### src/rtl/reg_bank4.sv
`default_nettype none
// ============================================================================
// Module   : reg_bank4
// Purpose  : Four-entry register bank fed through an in-order write buffer
//            that retires one entry per granted commit slot.
// Revision : 1.0
// ============================================================================
module reg_bank4 #(
  parameter int WIDTH = 16,
  parameter int DEPTH = 2
) (
  input  logic             clk,
  input  logic             rst,
  input  logic             wr_valid,
  output logic             wr_ready,
  input  logic [1:0]       wr_addr,
  input  logic [WIDTH-1:0] wr_data,
  input  logic             commit_en,
  input  logic             flush,
  output logic [WIDTH-1:0] out_1,
  output logic [WIDTH-1:0] out_2,
  output logic [WIDTH-1:0] out_3,
  output logic [WIDTH-1:0] out_4,
  output logic [2:0]       pending,
  output logic             busy
);

  localparam int         c_ptr_w = $clog2(DEPTH);
  localparam logic [2:0] c_depth = 3'(DEPTH);

  logic [1:0]         r_fifo_addr [DEPTH];
  logic [WIDTH-1:0]   r_fifo_data [DEPTH];
  logic [c_ptr_w-1:0] r_wr_ptr;
  logic [c_ptr_w-1:0] r_rd_ptr;
  logic [2:0]         r_pending;
  logic               r_busy;
  logic [WIDTH-1:0]   r_regs [4];

  logic               w_accept;
  logic               w_commit;
  logic [2:0]         w_pending_nxt;

  // Ready looks only at occupancy so a full buffer never accepts, even while committing
  assign wr_ready = (r_pending < c_depth) && !rst;
  assign w_accept = wr_valid && wr_ready && !flush;
  assign w_commit = commit_en && (r_pending != 3'd0) && !flush;

  always_comb begin
    w_pending_nxt = r_pending;
    if (flush) begin
      w_pending_nxt = 3'd0;
    end else if (w_accept && !w_commit) begin
      w_pending_nxt = r_pending + 3'd1;
    end else if (!w_accept && w_commit) begin
      w_pending_nxt = r_pending - 3'd1;
    end
  end

  // Buffer storage needs no reset; validity is tracked by the pointers and count
  always_ff @(posedge clk) begin
    if (w_accept) begin
      r_fifo_addr[r_wr_ptr] <= wr_addr;
      r_fifo_data[r_wr_ptr] <= wr_data;
    end
  end

  always_ff @(posedge clk or posedge rst) begin
    if (rst) begin
      r_wr_ptr  <= '0;
      r_rd_ptr  <= '0;
      r_pending <= 3'd0;
      r_busy    <= 1'b0;
      for (int i = 0; i < 4; i++) begin
        r_regs[i] <= '0;
      end
    end else begin
      r_pending <= w_pending_nxt;
      r_busy    <= (w_pending_nxt != 3'd0);
      if (flush) begin
        r_wr_ptr <= '0;
        r_rd_ptr <= '0;
      end else begin
        if (w_accept) begin
          r_wr_ptr <= r_wr_ptr + c_ptr_w'(1);
        end
        if (w_commit) begin
          r_rd_ptr                        <= r_rd_ptr + c_ptr_w'(1);
          r_regs[r_fifo_addr[r_rd_ptr]]   <= r_fifo_data[r_rd_ptr];
        end
      end
    end
  end

  assign out_1   = r_regs[0];
  assign out_2   = r_regs[1];
  assign out_3   = r_regs[2];
  assign out_4   = r_regs[3];
  assign pending = r_pending;
  assign busy    = r_busy;

endmodule
`default_nettype wire

### config.mk
export PLATFORM = sky130hd
export DESIGN_NAME = reg_bank4
export DESIGN_NICKNAME = d
export VERILOG_FILES = /design/src/rtl/reg_bank4.sv
export SDC_FILE = /design/constraint.sdc
export NUM_CORES = 1
export LEC_CHECK = 0
export ABC_AREA = 1
export CORE_MARGIN = 1
export CORE_UTILIZATION = 50
export DETAILED_ROUTE_END_ITERATION = 8
export MAX_ROUTING_LAYER = met4
export PLACE_DENSITY = 0.84
export SLEW_MARGIN = 20
export SYNTH_ARGS = -nofsm -noshare
export SYNTH_HDL_FRONTEND = slang
export SYNTH_SLANG_ARGS = --single-unit
### constraint.sdc
create_clock -name clk -period 3.1 [get_ports clk]
set_input_delay 0.465 -clock clk [delete_from_list [all_inputs] [get_ports clk]]
set_output_delay 0.465 -clock clk [all_outputs]
set_load 0.005 [all_outputs]
Word level (Yosys, flattened, before mapping)
Memories as Yosys holds them, arrays and structs flattened.
Cells that the tools add are included.
{"block": "word_totals", "latch_bits": 0, "mem_bits_ro": 0, "ram_bits": 36, "in_bits": 23, "reg_bits": 70, "output_inout_bits": 69, "elab_cells": 48, "n_memories": 2}
{"block": "classes", "n_lt_le_gt_ge": 3, "eq_ne": 0, "n_mul": 0, "add_sub_neg": 4, "div": 0, "muxes": 12, "bitwise": 2, "shift": 0, "reduce_logical": 17}
{"name": "r_fifo_data", "depth": 2, "word_bits": 16, "read_ports": 1, "rd_clocked_by_memory_dff": 0, "wr": 1, "line": "32", "rtl": "logic [WIDTH-1:0] r_fifo_data [DEPTH];"}
{"name": "r_fifo_addr", "depth": 2, "word_bits": 2, "read_ports": 1, "rd_clocked_by_memory_dff": 0, "wr": 1, "line": "31", "rtl": "logic [1:0] r_fifo_addr [DEPTH];"}
{"op": "bitwise mux 64 bit", "n": 1}
{"op": "demux 16 bit (select 2 bit)", "n": 1}
{"op": "2-to-1 mux 16 bit", "n": 1}
{"op": "2-to-1 mux 3 bit", "n": 3}
{"op": "logical AND 1 bit", "n": 8}
{"op": "2-to-1 mux 1 bit", "n": 6}
{"op": "nonzero test 3 bit", "n": 2}
{"op": "logical NOT 1 bit", "n": 4}
{"op": "nonzero test 2 bit", "n": 2}
{"op": "adder 3 x 1 -> 3 bit (second input constant)", "n": 1}
{"op": ">= comparator 3 bit (second input constant)", "n": 1}
{"op": "< comparator 3 x 1 -> 1 bit (second input constant)", "n": 1}
{"op": "< comparator 3 x 2 -> 1 bit (second input constant)", "n": 1}
{"op": "inverter 2 -> 3 bit", "n": 1}
{"op": "subtractor 3 x 1 -> 3 bit (second input constant)", "n": 1}
{"op": "adder 1 bit (second input constant)", "n": 2}
{"op": "AND reduction 2 bit", "n": 1}
{"op": "inverter 1 bit", "n": 1}

Depth between registers and ports, before layout
Gate-level depths: netlist of run 1.
{"block": "depth", "word_depth": 10, "depth_mapped": 11, "depth_no_buf": 11}

Worst setup path after synthesis of run 1
OpenSTA, ideal clock, no wires.
{"block": "synth_path", "kind": "input port to flip-flop", "from": "input port rst", "to": "memory r_fifo_addr[0][0], enable pin", "setup_slack_ns": -0.584, "cell_stages": 5, "setup_ns": 0.392, "path_buffers": 0, "arrival_time_ns": 3.291, "required_ns": 2.708, "path_cell_list": "inv_1 nand2_1 nor2_1 nand2_1 nor2_1"}
{"block": "synth_between", "elab_chain_len": 6}
{"element": "start: declaration", "line": "13", "rtl": "input logic rst,"}
{"element": "logical NOT 1 bit (no line)"}
{"element": "logical AND 1 bit", "line": "44", "rtl": "assign wr_ready = (r_pending < c_depth) && !rst;"}
{"element": "logical AND 1 bit (2 in a row)", "line": "45", "rtl": "assign w_accept = wr_valid && wr_ready && !flush;"}
{"element": "2-to-1 mux 1 bit", "line": "61", "rtl": "if (w_accept) begin"}
{"element": "2-to-1 mux 1 bit (not written as such)", "line": "62", "rtl": "r_fifo_addr[r_wr_ptr] <= wr_addr;"}
{"element": "end: declaration", "line": "31"}
No other way between the ends.

Final worst setup path of run 1
{"block": "layout_path", "from": "input port rst", "to": "output port wr_ready"}
{"block": "layout_between", "elab_chain_len": 2}
{"element": "logical NOT 1 bit (no line)"}
{"element": "logical AND 1 bit", "line": "44"}
{"element": "end: declaration", "line": "15", "rtl": "output logic wr_ready,"}
No other way between the ends.

==> results_dict.tcl, run 1 <==
set metrics [dict create \
    grt_pass1_vias 3023 \
    routedWlPerCell_um 16.7 \
    row_count 32 \
    areaGrowthSynthToFinish_pct 29.8 \
    synth.distinct_cells 25 \
    syn-num-nets 371 \
    maxCapViolations 0 \
    grt_max_degree 71 \
    worstSetupPathType "primary input to primary output" \
    relSlewSlack 0.418 \
    hold_class "flip-flop to flip-flop" \
    multi_input_area_um2 1080 \
    dp_hpwl_um 6310 \
    cts_tree "built" \
    power_density_nw_per_um2 864 \
    drtAntennaViolNets 0 \
    cp_slowest_cell "clkdlybuf4s50_1" \
    place_area_um2 5100 \
    vias 3057 \
    register_area_um2 2830 \
    cts.clk_slew.worst_paths_ns 0.09 \
    layout_common_cells "91 x clkdlybuf4s50_1, 70 x dfrtp_1, 66 x nor2_1, 65 x a31oi_1, 50 x nand2_1" \
    viasPerCell 5.58 \
    die_h_um 92.2 \
    peakVddDrop_mv 0.510 \
    drt-pass1-iter-count 5 \
    setup-violations-final 0 \
    path_buf_inv 4 \
    hold_viol_final 0 \
    port-buffer-count 91 \
    worst_path_most_repeated_cell "clkdlybuf4s50_1" \
    worst_setup_path_end_kind "primary output" \
    skew_ns 0.0102 \
    die_w_um 92.2 \
    diodes 0 \
    hold_buffers 0 \
    timing.final.crit_period_ns 2.18 \
    start_util 0.521 \
    final_util 0.677 \
    status "complete, no violations" \
    timing.final.crit_share 0.702 \
    path_delay_family "buffers and inverters" \
    critPathLaunchType "primary input" \
    antenna_found_initial 0 \
    fin_nets 467 \
    dr.first_iter.drc_count 219 \
    worstMarginPinSlew_ns 0.873 \
    core_um2 7810 \
    grt_pass1_wl_um 14900 \
    max_freq_ghz 0.459 \
    globalplace.congestion 0.849 \
    netlist_area_um2 4070 \
    drive_gt1_frac 0.0874 \
    drcViolationCount 0 \
    arrival_ns 1.71 \
    ys_seq_area_frac 0.696 \
    dieArea_um2 8510 \
    leakagePower_nw 2.14 \
    insertion_delay_ns 0.37 \
    design_area_um2 5280 \
    cp_max_fo 3 \
    io_pins 92 \
    crit_path_cell_trace "clkdlybuf4s50_1, clkinvlp_4, nand2_1, inv_1, clkdlybuf4s50_1" \
    setup_tns_ns 0 \
    rsz0062_at_grt "no" \
    ys_ff_latch 106 \
    clock-sinks 106 \
    overflow 0 \
    postCtsSetupBuffers 0 \
    synthCells 345 \
    grt_usage 0.238 \
    required_ns 2.63 \
    layout_commonest_cell "clkdlybuf4s50_1" \
    cts.path.max_buffers 2 \
    cts_root_buffer "clkbuf_8" \
    drt_wl_total_um 9130 \
    fillers 578 \
    numCtsBuffers 9 \
    avgSynthCellArea_um2 11.8 \
    slowest_delay_ns 0.50 \
    ys_warn_count 0 \
    maxSlewViolCount 0 \
    h-tree-depth 3 \
    post_cts_resize_count 0 \
]
==> kinds of logic after synthesis <==
group	count (synthesis)	synth area share
fa+ha+maj	3	0.00922
buf+inv	30	0.0409
flops	106	0.696
xor+xnor	2	0.00430
compound gates	68	0.104
simple gates	136	0.146
==> final cells by class <==
class	instances	share of cell area
inverters	14	0.0107
clock buffers	10	0.0242
clock inverters	6	0.00971
repair buffers	101	0.191
multi-input cells	209	0.204
flip-flops and latches	106	0.536
well taps	102	0.0242
==> stage by stage <==
stage | instances | total power, mW | setup WS (ns) | hold WS (ns)
final | 548 | 4.57 | 0.923 | 0.530
after global routing | 548 | 4.84 | 0.730 | 0.551
after CTS | 548 | 4.59 | 0.917 | 0.528
after detailed placement | 532 | 3.83 | 0.653 | 0.513
after global placement | 532 | 3.76 | 0.826 | 0.503
after floorplan | 345 | 2.75 | 0.212 | 0.458
==> power breakdown <==
group / internal (mW) / leakage (nW) / total (mW) / switching, mW
combinational: 1.02 / 0.884 / 1.63 / 0.606
sequential: 1.90 / 1.17 / 2.17 / 0.273
clock: 0.304 / 0.0927 / 0.771 / 0.467
total: 3.22 / 2.14 / 4.57 / 1.35
==> cell usage after synthesis, drive strengths merged <==
master | count | area (um^2)
nor2 | 70 | 273
clkbuf | 2 | 7.51
nand3 | 10 | 62.6
edfxtp | 36 | 1080
a21oi | 1 | 5.00
nand4 | 1 | 6.26
nor3b | 1 | 18.8
a31oi | 65 | 407
nand2 | 53 | 216
inv | 14 | 52.6
ha | 3 | 37.5
buf | 14 | 106
xnor2 | 2 | 17.5
nor3 | 1 | 16.3
dfrtp | 70 | 1750
o22ai | 1 | 6.26
o21ai | 1 | 5.00
==> state kept, by name, summed over array words and instances, names as in the netlist <==
register,count
r_fifo_data,32
out_2,16
r_rd_ptr,1
out_4,16
out_3,16
r_wr_ptr,1
busy,1
pending,3
out_1,16
r_fifo_addr,4
==> final timing paths <==
path / end / slack (ns) / start / cells past startpoint
min in group asynchronous: out_3[12]$_DFFE_PP0P_ / 0.80 / rst / 3
max in group asynchronous: out_1[1]$_DFFE_PP0P_ / 1.73 / rst / 3
worst max-delay path: wr_ready / 0.92 / rst / 5
worst max register to register: out_3[9]$_DFFE_PP0P_ / 0.94 / pending[0]$_DFF_PP0_ / 9
worst min register to register: r_wr_ptr$_DFFE_PP0P_ / 0.53 / r_wr_ptr$_DFFE_PP0P_ / 1
worst min-delay path: r_wr_ptr$_DFFE_PP0P_ / 0.53 / r_wr_ptr$_DFFE_PP0P_ / 1
==> layer usage <==
metal  track usage  wire (um)
met5             -          0
met1         0.299       3780
met2         0.392       4710
met3        0.0572        521
met4        0.0560        114
No activity file was read; power rests on OpenSTA's default activity.
==> run 2, diff against run 1 <==
- clock period: 3.1 -> 2.3 ns (I/O delays scaled with it)
==> results_dict.tcl, run 2 (synthesized netlist as in run 1, its figures left out) <==
set metrics [dict create \
    status "complete, no violations" \
    hold_path_end "out_3[11]$_DFFE_PP0P_" \
    register_area_um2 2830 \
    fillers 565 \
    ff2ff_setup_slack_ns 0.42 \
    io_pins 92 \
    postCtsSetupBuffers 0 \
    row_count 32 \
    dr.first_iter.drc_count 216 \
    cts_root_buffer "clkbuf_8" \
    worstMarginPinSlew_ns 0.867 \
    hold_buffers 0 \
    maxSlewViolCount 0 \
    rsz0062_at_grt "no" \
    cp_max_fo 5 \
    peakVddDrop_mv 0.625 \
    required_ns 1.96 \
    cts_tree "built" \
    hold_start "out_3[11]$_DFFE_PP0P_" \
    grt_max_degree 71 \
    setup-violations-final 0 \
    grt_usage 0.244 \
    multi_input_area_um2 1090 \
    pre_cts_ws_ns 0.229 \
    areaGrowthSynthToFinish_pct 31.7 \
    start_util 0.521 \
    layout_commonest_cell "clkdlybuf4s50_1" \
    max_freq_ghz 0.496 \
    worstReg2RegEnd "out_4[0]$_DFFE_PP0P_" \
    arrival_ns 1.67 \
    drt-pass1-iter-count 4 \
    overflow 0 \
    dp_hpwl_um 6500 \
    relSlewSlack 0.422 \
    setup_tns_ns 0 \
    routedWlPerCell_um 16.6 \
    power_density_nw_per_um2 1160 \
    drive_gt1_frac 0.106 \
    hold_viol_final 0 \
    rr_startpoint "pending[0]$_DFF_PP0_" \
    skew_ns 0.0163 \
    largest_reg_flops 32 \
    clock-sinks 106 \
    total_power_mw 6.20 \
    worst_setup_path_end_kind "primary output" \
    worstSetupPathType "flip-flop to primary output" \
    die_h_um 92.2 \
    hold_class "flip-flop to flip-flop" \
    critPathLaunchType "flip-flop" \
    regMostFlops "r_fifo_data" \
    diodes 0 \
    drtAntennaViolNets 0 \
    layout_setup_ws_ns 0.285 \
    viasPerCell 5.55 \
    layout_common_cells "91 x clkdlybuf4s50_1, 70 x dfrtp_1, 65 x nor2_1, 65 x a31oi_1, 50 x nand2_1" \
    timing.final.crit_share 0.876 \
    port-buffer-count 91 \
    core_um2 7810 \
    maxCapViolations 0 \
    drt_wl_total_um 9210 \
    timing.final.crit_period_ns 2.01 \
    cts.clk_slew.worst_paths_ns 0.10 \
    fin_nets 473 \
    insertion_delay_ns 0.36 \
    slowest_delay_ns 0.49 \
    antenna_found_initial 0 \
    grt_pass1_wl_um 15000 \
    cp_slowest_cell "clkdlybuf4s50_1" \
    drcViolationCount 0 \
    cts.path.max_buffers 2 \
    dieArea_um2 8510 \
    globalplace.congestion 0.824 \
    h-tree-depth 3 \
    crit_path_cell_trace "nor2_1, nand2_1, inv_1, clkdlybuf4s50_1" \
    r2r_cells 8 \
    leakagePower_nw 2.17 \
    min_path_cells 2 \
    numCtsBuffers 9 \
    die_w_um 92.2 \
    grt_pass1_vias 3070 \
    post_cts_resize_count 0 \
    vias 3076 \
]
-- run 2: worst max-delay path by stage --
stage,start,end,depth (start not counted)
2_1_floorplan,rst,r_fifo_addr[0][0]$_DFFE_PP_,5
3_3_place_gp,rst,r_fifo_data[0][11]$_DFFE_PP_,7
3_5_place_dp,flush,out_4[14]$_DFFE_PP0P_,7
4_1_cts,pending[2]$_DFF_PP0_,wr_ready,4
5_1_grt,pending[2]$_DFF_PP0_,wr_ready,4
6_report,pending[2]$_DFF_PP0_,wr_ready,4
-- run 2: worst max-delay path: cells and delay by family (launching register included) --
kind	cells	cell delay (ns)
AND/OR/NAND/NOR	2	0.29
flip-flops	1	0.47
buffers and inverters	2	0.55
-- run 2: through the flow --
step | utilization | area, um^2 | cells | hold slack (ns)
5_1_grt | 0.687 | 5360 | 554 | 0.543
4_1_cts | 0.687 | 5360 | 554 | 0.538
2_1_floorplan | - | 4090 | 345 | 0.444
3_3_place_gp | 0.663 | 5170 | 538 | 0.531
3_5_place_dp | 0.663 | 5170 | 538 | 0.542
6_report | 0.687 | 5360 | 554 | 0.554
-- run 2: final cells by class --
type | instances | share of cell area
Sequential cell | 106 | 0.528
Multi-Input combinational cell | 209 | 0.203
Timing Repair Buffer | 107 | 0.199
Tap cell | 102 | 0.0238
Clock buffer | 9 | 0.0231
Clock inverter | 7 | 0.0117
Inverter | 14 | 0.0105
-- run 2: where the power goes --
part           internal, mW  switching [mW]  total (mW)  leakage [nW]
Sequential             2.56           0.376        2.93          1.17
Combinational          1.39           0.830        2.22         0.919
Clock                 0.410           0.636        1.05        0.0890
-- run 2: layer usage --
metal | up-vias | share of wire | global-route usage
li1 | 1421 | - | -
met1 | 1515 | 0.41 | 0.311
met2 | 126 | 0.51 | 0.389
met3 | 14 | 0.064 | 0.0448
met4 | 0 | 0.017 | 0.0977
met5 | - | 0 | -
==> run 3, diff against run 2 <==
- SLEW_MARGIN: 20 -> 25
==> results of run 3 <==
Same layout as run 2: the final DEF is identical, and so are final timing and power.
